### src/rtl/wb_arbiter_if.sv
// Writeback arbiter bundle: issue reservations, ALU/LSU result handshakes,
// decode busy queries and the registered register-file write port.
interface wb_arbiter_if #(
  parameter int DATA_W = 64
);
  logic              issue_valid;
  logic [4:0]        issue_rd;
  logic              issue_ready;

  logic              alu_valid;
  logic [4:0]        alu_rd;
  logic [DATA_W-1:0] alu_data;
  logic              alu_ready;

  logic              lsu_valid;
  logic [4:0]        lsu_rd;
  logic [DATA_W-1:0] lsu_data;
  logic              lsu_ready;

  logic              flush;

  logic [4:0]        chk_addr1;
  logic [4:0]        chk_addr2;
  logic              chk_busy1;
  logic              chk_busy2;

  logic [4:0]        w_addr;
  logic [DATA_W-1:0] w_data;
  logic              w_ena;
  logic              err;

  modport slave (
    input  issue_valid, issue_rd,
    input  alu_valid, alu_rd, alu_data,
    input  lsu_valid, lsu_rd, lsu_data,
    input  flush, chk_addr1, chk_addr2,
    output issue_ready, alu_ready, lsu_ready,
    output chk_busy1, chk_busy2,
    output w_addr, w_data, w_ena, err
  );

  modport master (
    output issue_valid, issue_rd,
    output alu_valid, alu_rd, alu_data,
    output lsu_valid, lsu_rd, lsu_data,
    output flush, chk_addr1, chk_addr2,
    input  issue_ready, alu_ready, lsu_ready,
    input  chk_busy1, chk_busy2,
    input  w_addr, w_data, w_ena, err
  );
endinterface

### src/rtl/wb_arbiter.sv
// Round-robin ALU/LSU writeback arbiter with 32-entry busy scoreboard; accept -> write port
// registered one cycle later. Readies are combinational and drop during flush or reset.
module wb_arbiter #(
  parameter int DATA_W = 64
) (
  input  logic        i_clk,
  input  logic        i_rst,
  wb_arbiter_if.slave io_wb
);

  typedef struct packed {
    logic [4:0]        rd;
    logic [DATA_W-1:0] data;
  } result_t;

  logic [31:0]       r_busy;
  logic              r_last_alu;
  logic              r_w_ena;
  logic [4:0]        r_w_addr;
  logic [DATA_W-1:0] r_w_data;
  logic              r_err;

  logic              w_open;
  logic              w_alu_gnt;
  logic              w_lsu_gnt;
  logic              w_accept;
  logic              w_write;
  logic              w_issue_hs;
  result_t           w_sel;
  logic [31:0]       w_busy_nxt;

  assign w_open = i_rst && !io_wb.flush;

  assign io_wb.issue_ready = w_open && ((io_wb.issue_rd == 5'd0) || !r_busy[io_wb.issue_rd]);
  assign w_issue_hs        = io_wb.issue_valid && io_wb.issue_ready;

  // On a tie the source that did not win the previous acceptance is served.
  assign w_alu_gnt = w_open && io_wb.alu_valid && (!io_wb.lsu_valid || !r_last_alu);
  assign w_lsu_gnt = w_open && io_wb.lsu_valid && (!io_wb.alu_valid || r_last_alu);
  assign w_accept  = w_alu_gnt || w_lsu_gnt;

  assign io_wb.alu_ready = w_alu_gnt;
  assign io_wb.lsu_ready = w_lsu_gnt;

  always_comb begin
    w_sel.rd   = io_wb.lsu_rd;
    w_sel.data = io_wb.lsu_data;
    if (w_alu_gnt) begin
      w_sel.rd   = io_wb.alu_rd;
      w_sel.data = io_wb.alu_data;
    end
  end

  assign w_write = w_accept && (w_sel.rd != 5'd0);

  // Clear on the same edge the register file captures w_data, so busy never
  // drops before the value is readable.
  always_comb begin
    w_busy_nxt = r_busy;
    if (r_w_ena) begin
      w_busy_nxt[r_w_addr] = 1'b0;
    end
    if (io_wb.flush) begin
      w_busy_nxt = '0;
    end
    if (w_issue_hs) begin
      w_busy_nxt[io_wb.issue_rd] = 1'b1;
    end
    w_busy_nxt[0] = 1'b0;
  end

  always_ff @(posedge i_clk) begin
    if (!i_rst) begin
      r_busy     <= '0;
      r_last_alu <= 1'b1;
      r_w_ena    <= 1'b0;
      r_w_addr   <= 5'd0;
      r_w_data   <= '0;
      r_err      <= 1'b0;
    end else begin
      r_busy  <= w_busy_nxt;
      r_w_ena <= w_write;
      if (w_write) begin
        r_w_addr <= w_sel.rd;
        r_w_data <= w_sel.data;
      end
      if (w_accept) begin
        r_last_alu <= w_alu_gnt;
      end
      if (w_write && !r_busy[w_sel.rd]) begin
        r_err <= 1'b1;
      end
    end
  end

  assign io_wb.chk_busy1 = r_busy[io_wb.chk_addr1];
  assign io_wb.chk_busy2 = r_busy[io_wb.chk_addr2];
  assign io_wb.w_ena     = r_w_ena;
  assign io_wb.w_addr    = r_w_addr;
  assign io_wb.w_data    = r_w_data;
  assign io_wb.err       = r_err;

endmodule

### src/flat_wrapper.sv
// flat-port wrapper written by rule: the top's interface ports become plain ports
module wb_arbiter_flat 
#(
  parameter int DATA_W = 64
)
  (i_clk, i_rst, io_wb_issue_valid, io_wb_issue_rd, io_wb_alu_valid, io_wb_alu_rd, io_wb_alu_data, io_wb_lsu_valid, io_wb_lsu_rd, io_wb_lsu_data, io_wb_flush, io_wb_chk_addr1, io_wb_chk_addr2, io_wb_issue_ready, io_wb_alu_ready, io_wb_lsu_ready, io_wb_chk_busy1, io_wb_chk_busy2, io_wb_w_addr, io_wb_w_data, io_wb_w_ena, io_wb_err);
  wb_arbiter_if #(.DATA_W(DATA_W)) io_wb_i ();
  input  logic i_clk;
  input  logic i_rst;
  input wire logic [$bits(io_wb_i.issue_valid)-1:0] io_wb_issue_valid;
  input wire logic [$bits(io_wb_i.issue_rd)-1:0] io_wb_issue_rd;
  input wire logic [$bits(io_wb_i.alu_valid)-1:0] io_wb_alu_valid;
  input wire logic [$bits(io_wb_i.alu_rd)-1:0] io_wb_alu_rd;
  input wire logic [$bits(io_wb_i.alu_data)-1:0] io_wb_alu_data;
  input wire logic [$bits(io_wb_i.lsu_valid)-1:0] io_wb_lsu_valid;
  input wire logic [$bits(io_wb_i.lsu_rd)-1:0] io_wb_lsu_rd;
  input wire logic [$bits(io_wb_i.lsu_data)-1:0] io_wb_lsu_data;
  input wire logic [$bits(io_wb_i.flush)-1:0] io_wb_flush;
  input wire logic [$bits(io_wb_i.chk_addr1)-1:0] io_wb_chk_addr1;
  input wire logic [$bits(io_wb_i.chk_addr2)-1:0] io_wb_chk_addr2;
  output wire logic [$bits(io_wb_i.issue_ready)-1:0] io_wb_issue_ready;
  output wire logic [$bits(io_wb_i.alu_ready)-1:0] io_wb_alu_ready;
  output wire logic [$bits(io_wb_i.lsu_ready)-1:0] io_wb_lsu_ready;
  output wire logic [$bits(io_wb_i.chk_busy1)-1:0] io_wb_chk_busy1;
  output wire logic [$bits(io_wb_i.chk_busy2)-1:0] io_wb_chk_busy2;
  output wire logic [$bits(io_wb_i.w_addr)-1:0] io_wb_w_addr;
  output wire logic [$bits(io_wb_i.w_data)-1:0] io_wb_w_data;
  output wire logic [$bits(io_wb_i.w_ena)-1:0] io_wb_w_ena;
  output wire logic [$bits(io_wb_i.err)-1:0] io_wb_err;
  assign io_wb_i.issue_valid = io_wb_issue_valid;
  assign io_wb_i.issue_rd = io_wb_issue_rd;
  assign io_wb_i.alu_valid = io_wb_alu_valid;
  assign io_wb_i.alu_rd = io_wb_alu_rd;
  assign io_wb_i.alu_data = io_wb_alu_data;
  assign io_wb_i.lsu_valid = io_wb_lsu_valid;
  assign io_wb_i.lsu_rd = io_wb_lsu_rd;
  assign io_wb_i.lsu_data = io_wb_lsu_data;
  assign io_wb_i.flush = io_wb_flush;
  assign io_wb_i.chk_addr1 = io_wb_chk_addr1;
  assign io_wb_i.chk_addr2 = io_wb_chk_addr2;
  assign io_wb_issue_ready = io_wb_i.issue_ready;
  assign io_wb_alu_ready = io_wb_i.alu_ready;
  assign io_wb_lsu_ready = io_wb_i.lsu_ready;
  assign io_wb_chk_busy1 = io_wb_i.chk_busy1;
  assign io_wb_chk_busy2 = io_wb_i.chk_busy2;
  assign io_wb_w_addr = io_wb_i.w_addr;
  assign io_wb_w_data = io_wb_i.w_data;
  assign io_wb_w_ena = io_wb_i.w_ena;
  assign io_wb_err = io_wb_i.err;
  wb_arbiter #(.DATA_W(DATA_W)) u_core (.i_clk(i_clk), .i_rst(i_rst), .io_wb(io_wb_i));
endmodule
### config.mk
export PLATFORM = sky130hd
export DESIGN_NAME = wb_arbiter_flat
export DESIGN_NICKNAME = d
export VERILOG_FILES = /design/src/rtl/wb_arbiter_if.sv /design/src/rtl/wb_arbiter.sv /design/src/flat_wrapper.sv
export SDC_FILE = /design/constraint.sdc
export NUM_CORES = 1
export LEC_CHECK = 0
export CORE_ASPECT_RATIO = 0.5
export CORE_MARGIN = 10
export CORE_UTILIZATION = 46
export DETAILED_ROUTE_END_ITERATION = 8
export GPL_TIMING_DRIVEN = 0
export PLACE_DENSITY = 0.84
export SLEW_MARGIN = 20
export SYNTH_ARGS = -nofsm -noshare
export SYNTH_HDL_FRONTEND = slang
export SYNTH_SLANG_ARGS = --single-unit
export TNS_END_PERCENT = 50
### constraint.sdc
create_clock -name i_clk -period 8 [get_ports i_clk]
set_input_delay 1.6 -clock i_clk [delete_from_list [all_inputs] [get_ports i_clk]]
set_output_delay 1.6 -clock i_clk [all_outputs]
set_load 0.03 [all_outputs]
Word-level counts from Yosys, hierarchy flattened
Cells that the tools add are included.

word-level totals
  flip-flop bits (word level) = 104
  output and inout bits = 76

operators by class
  magnitude comparators = 7
  multiplexer cells = 16
  bitwise gates (word level) = 3
  reductions and logical operators = 23

operators by type and width
  operator                                                                              count
  32-bit 2-to-1 mux                                                                     3
  69-bit 2-to-1 mux                                                                     1
  32-bit bitwise AND                                                                    1
  32-bit NOT                                                                            1
  32-bit bitwise OR                                                                     1
  5-bit by 6-bit < comparator with 1-bit output (second input constant)                 5
  1-bit binary-select mux with 5-bit select                                             4
  1-bit logical AND                                                                     11
  1-bit demux with 5-bit select                                                         2
  5-bit by 1-bit greater-or-equal comparator with 1-bit output (second input constant)  2
  1-bit logical NOT                                                                     6
  1-bit 2-to-1 mux                                                                      6
  5-bit logical NOT                                                                     1
  5-bit nonzero test                                                                    1
  1-bit logical OR                                                                      4

Longest topological paths before layout
  word-level depth = 10
  depth in mapped cells = 10
  depth with buffers taken out = 8

Worst setup path after synthesis
OpenSTA, ideal clock, no wires.

  kind = input-to-output
  start = in io_wb_chk_addr1[0]
  end = out io_wb_chk_busy1
  arrival = 3.362 ns
  data required time = 6.400 ns
  slack = 3.038 ns
  stages = 4
  buffers on the path = 1
  cell sequence = clkbuf_1 > mux4_2 > mux4_2 > mux2_2

between the ends
  longest elaborated chain between the ends = 2

ends and longest elaborated chain
  what                                       line                text
  from (decl)                                flat_wrapper.sv:19  input wire logic [$bits(io_wb_i.chk_addr1)-1:0] io_wb_chk_addr1;
  1-bit binary-select mux with 5-bit select  wb_arbiter.sv:96    assign io_wb.chk_busy1 = r_busy[io_wb.chk_addr1];
  1-bit 2-to-1 mux (not written as such)     wb_arbiter.sv:96
  to (decl)                                  flat_wrapper.sv:24  output wire logic [$bits(io_wb_i.chk_busy1)-1:0] io_wb_chk_busy1;

Every way passes these cells. The select of a mux whose other input is x is not followed.

Worst setup path after layout
  start = in io_wb_issue_rd[1]
  end = out io_wb_issue_ready

between the ends
  longest elaborated chain between the ends = 5

ends and longest elaborated chain
  what                                       line                text
  from (decl)                                flat_wrapper.sv:11  input wire logic [$bits(io_wb_i.issue_rd)-1:0] io_wb_issue_rd;
  1-bit binary-select mux with 5-bit select  wb_arbiter.sv:34    assign io_wb.issue_ready = w_open && ((io_wb.issue_rd == 5'd0) || !r_busy[io_wb.issue_rd]);
  1-bit 2-to-1 mux (not written as such)     wb_arbiter.sv:34
  1-bit logical NOT                          wb_arbiter.sv:34
  1-bit logical OR *                         wb_arbiter.sv:34
  1-bit logical AND *                        wb_arbiter.sv:34
  to (decl)                                  flat_wrapper.sv:21  output wire logic [$bits(io_wb_i.issue_ready)-1:0] io_wb_issue_ready;

Mark *: on every way between the ends. The rest lies on a longest branch, timed or not. The select of a mux whose other input is x is not followed.

==> run summary <==
# clock sinks -> 103
Ys Warns -> 0
Cts hold-fix bufs -> 0
Reg-to-Reg Start -> u_core.r_last_alu
Share of cells above drive strength 1 -> 7.659%
Count leader, synth -> nand2_1
CP startpoint kind -> primary input
CP Launch Point -> io_wb_issue_rd[1]
Total Routing Usage GR -> 23.61%
Area share of the largest cell type after synthesis -> 35.92%
Initial antenna violation count -> 0
CP max FO -> 10
Worst Tran Pin Value -> 1.067 ns
H-tree lvl count -> 3
Arrival time of the worst setup path -> 4.39 ns
Leakage power total -> 0.002994 µW
Hold_sp -> u_core.io_wb.w_data[24]
Cts bufs inserted -> 9
Hold WC Path Type -> register to register
Synth top cells by count -> nand2_1, dfxtp_1, nor2_1, a311oi_1, clkbuf_1
Top achievable clock speed -> 166.9 MHz
Setup tns final -> 0 ns
Wire per inst -> 20.25 µm
Detail Placement HPWL -> 16.88 mm
Sequential fraction of the synthesis area -> 35.92%
Core Region -> 12020 µm²
Top post-synthesis cells by area -> dfxtp_1, nand2_1, a311oi_1
CP required -> 6.40 ns
Simple-gate share of the synthesized area -> 24.37%
Die width -> 178.0 µm
Main combinational cell family by area after synthesis -> simple AND/OR/NAND/NOR gates
Nets -> 1068
Main synth FF type -> dfxtp_1
Dpl cells -> 1063
DRC Markers -> 0
Mux contribution to synthesized area -> 13.27%
Rel. slew slack -> 28.69%
Clock tree from TritonCTS -> built
Xor/xnor share of the synthesized area -> 0%
Total power -> 1300 µW
Synth Instances -> 674
Pre-antenna DRT Iters -> 5
Placer Congestion -> 0.8941
Setup-failing EPs final -> 0
Compound-Gate Fraction of Synth Area -> 21.67%
Worst-path clk slew -> 0.07 ns
Largest net degree at the start of global routing -> 17
Max Cap Viol -> 0
Power per cell area -> 153.2 nW/µm²
ANT cells -> 0
First-pass GRT wire length -> 33.72 mm
IO buf count -> 224
Worst skew pair latency -> 0.34 ns
Vias in the first global route -> 6189
Clk buf depth -> 2
Number of synthesized flops with an enable pin -> 0
RSZ-0062 raised after global routing -> false
Post-CTS Setup Bufs -> 0
Setup CP Type -> primary input to output pin
Vias per cell -> 5.830
Final WL -> 21.85 mm
Crit end category -> output pin
Syn Nets -> 833
Maximum VDD drop -> 0.1299 mV
Area Growth Syn to Fin -> 47.75%
Initial Util -> 47.77%
DRT iter0 DRCs -> 543
Period utilisation layout -> 74.92%
Slew Limit Fails -> 0
Crit path time final -> 5.993 ns
Die height -> 98.99 µm
IO Count -> 235
Layout Skew -> 0.007386 ns
Syn Area/Cell -> 8.517 µm²
Congestion Overflow GR -> 0
Post-CTS sizing -> 0
Finished Layout Cells -> 1079
Vias -> 6291
Yosys cell types -> 48
Placement Rows -> 28
Register bit total from synthesis -> 103
Status -> finished, final reports clean
Synthesized area -> 5741 µm²
Cell taking the most area after synthesis -> dfxtp_1
Total die area -> 17620 µm²
Async SR Flop Fraction -> 0%
Root buf cell -> clkbuf_16
Adder and majority gate portion of the synthesized area -> 0%
Final Hold Viols -> 0
Detail Route Antenna Nets -> 0
[cell families after synthesis]
kind of cell           Yosys count
multiplexers                    44
buffers and inverters           65
flip-flops                     103
AND/OR/NAND/NOR                315
AO/OA/AOI/OAI                  147
[worst max-delay path: stages]
cell and delay, ns:
clkdlybuf4s50_1 0.50, buf_1 0.55, mux4_2 0.41, a22oi_1 0.32, nand4_4 0.23, inv_1 0.10
clkdlybuf4s50_1 0.68
[layout by cell type, fill, tap and decap left out, types with 2 or more instances in the layout]
master and n:
mux2_1 2, clkbuf_1 41, nor3b_1 8, and2_1 2, a311oi_1 66, inv_2 2
clkdlybuf4s50_1 224, clkbuf_16 9, buf_2 18, nor2b_1 3, mux2i_1 12, a21oi_1 6
a2111oi_0 2, mux4_2 25, o21ai_1 3, a21boi_1 2, nand2b_1 11, and3_1 6
nand3_1 5, dfxtp_1 103, nor2_1 78, o22ai_1 2, and3b_1 5, a32o_1 31
mux2_2 5, clkinv_4 3, o31ai_1 2, nand2_1 182, buf_1 3, a211oi_1 14
inv_1 3, nor3_1 6, nor4_4 2, o21ai_0 6, o211ai_1 2, a22oi_1 4
[state kept, by name, indices dropped and copies added, names as in the netlist]
signal               cells
u_core.io_wb.w_ena       1
u_core.io_wb.w_addr      5
u_core.r_busy           31
u_core.r_last_alu        1
u_core.io_wb.err         1
u_core.io_wb.w_data     64
[per-stage QoR]
stage | hold slack, ns | utilization, % | worst slack, ns | cell area [µm²]
floorplan | 0.5096 | - | 3.038 | 5741
global placement | 0.4843 | 68.15 | 2.041 | 8189
detailed placement | 0.4896 | 68.15 | 2.000 | 8189
CTS | 0.4991 | 70.59 | 1.985 | 8482
global route | 0.5184 | 70.59 | 1.866 | 8482
finish | 0.4954 | 70.59 | 2.007 | 8482
[power breakdown]
group / switching, µW / total, µW / internal, µW
Clock: 192 / 437 / 245
Sequential: 14.8 / 552 / 537
Combinational: 162 / 311 / 149
Total: 369 / 1300 / 931
[worst paths after layout]
| path | to | slack [ns] | cells past startpoint |
|---|---|---|---|
| worst max-delay path | io_wb_issue_ready | 2.01 | 7 |
| worst min-delay path | u_core.io_wb.w_data[24] | 0.50 | 2 |
| worst max register to register | u_core.io_wb.w_data[7] | 5.30 | 10 |
| worst min register to register | u_core.io_wb.w_data[24] | 0.50 | 2 |
[area by class of cell]
class                   count  area [µm²]
fillers                   979        3535
multi-input cells         506        3405
repair buffers            224        2242
flip-flops and latches    103        2062
plain buffers              60       255.2
clock buffers              12       236.5
well taps                 165       206.4
clock inverters             4       56.30
inverters                   5       18.77
[per-layer routing]
metal	up-vias	part of all wire, %	track usage [%]
met2	275	52	43.23
met3	37	7.6	5.826
met4	0	2.2	6.688
met1	3008	38	26.68
li1	2971	-	-
met5	-	0	0
(Power assumes the default switching activity.)
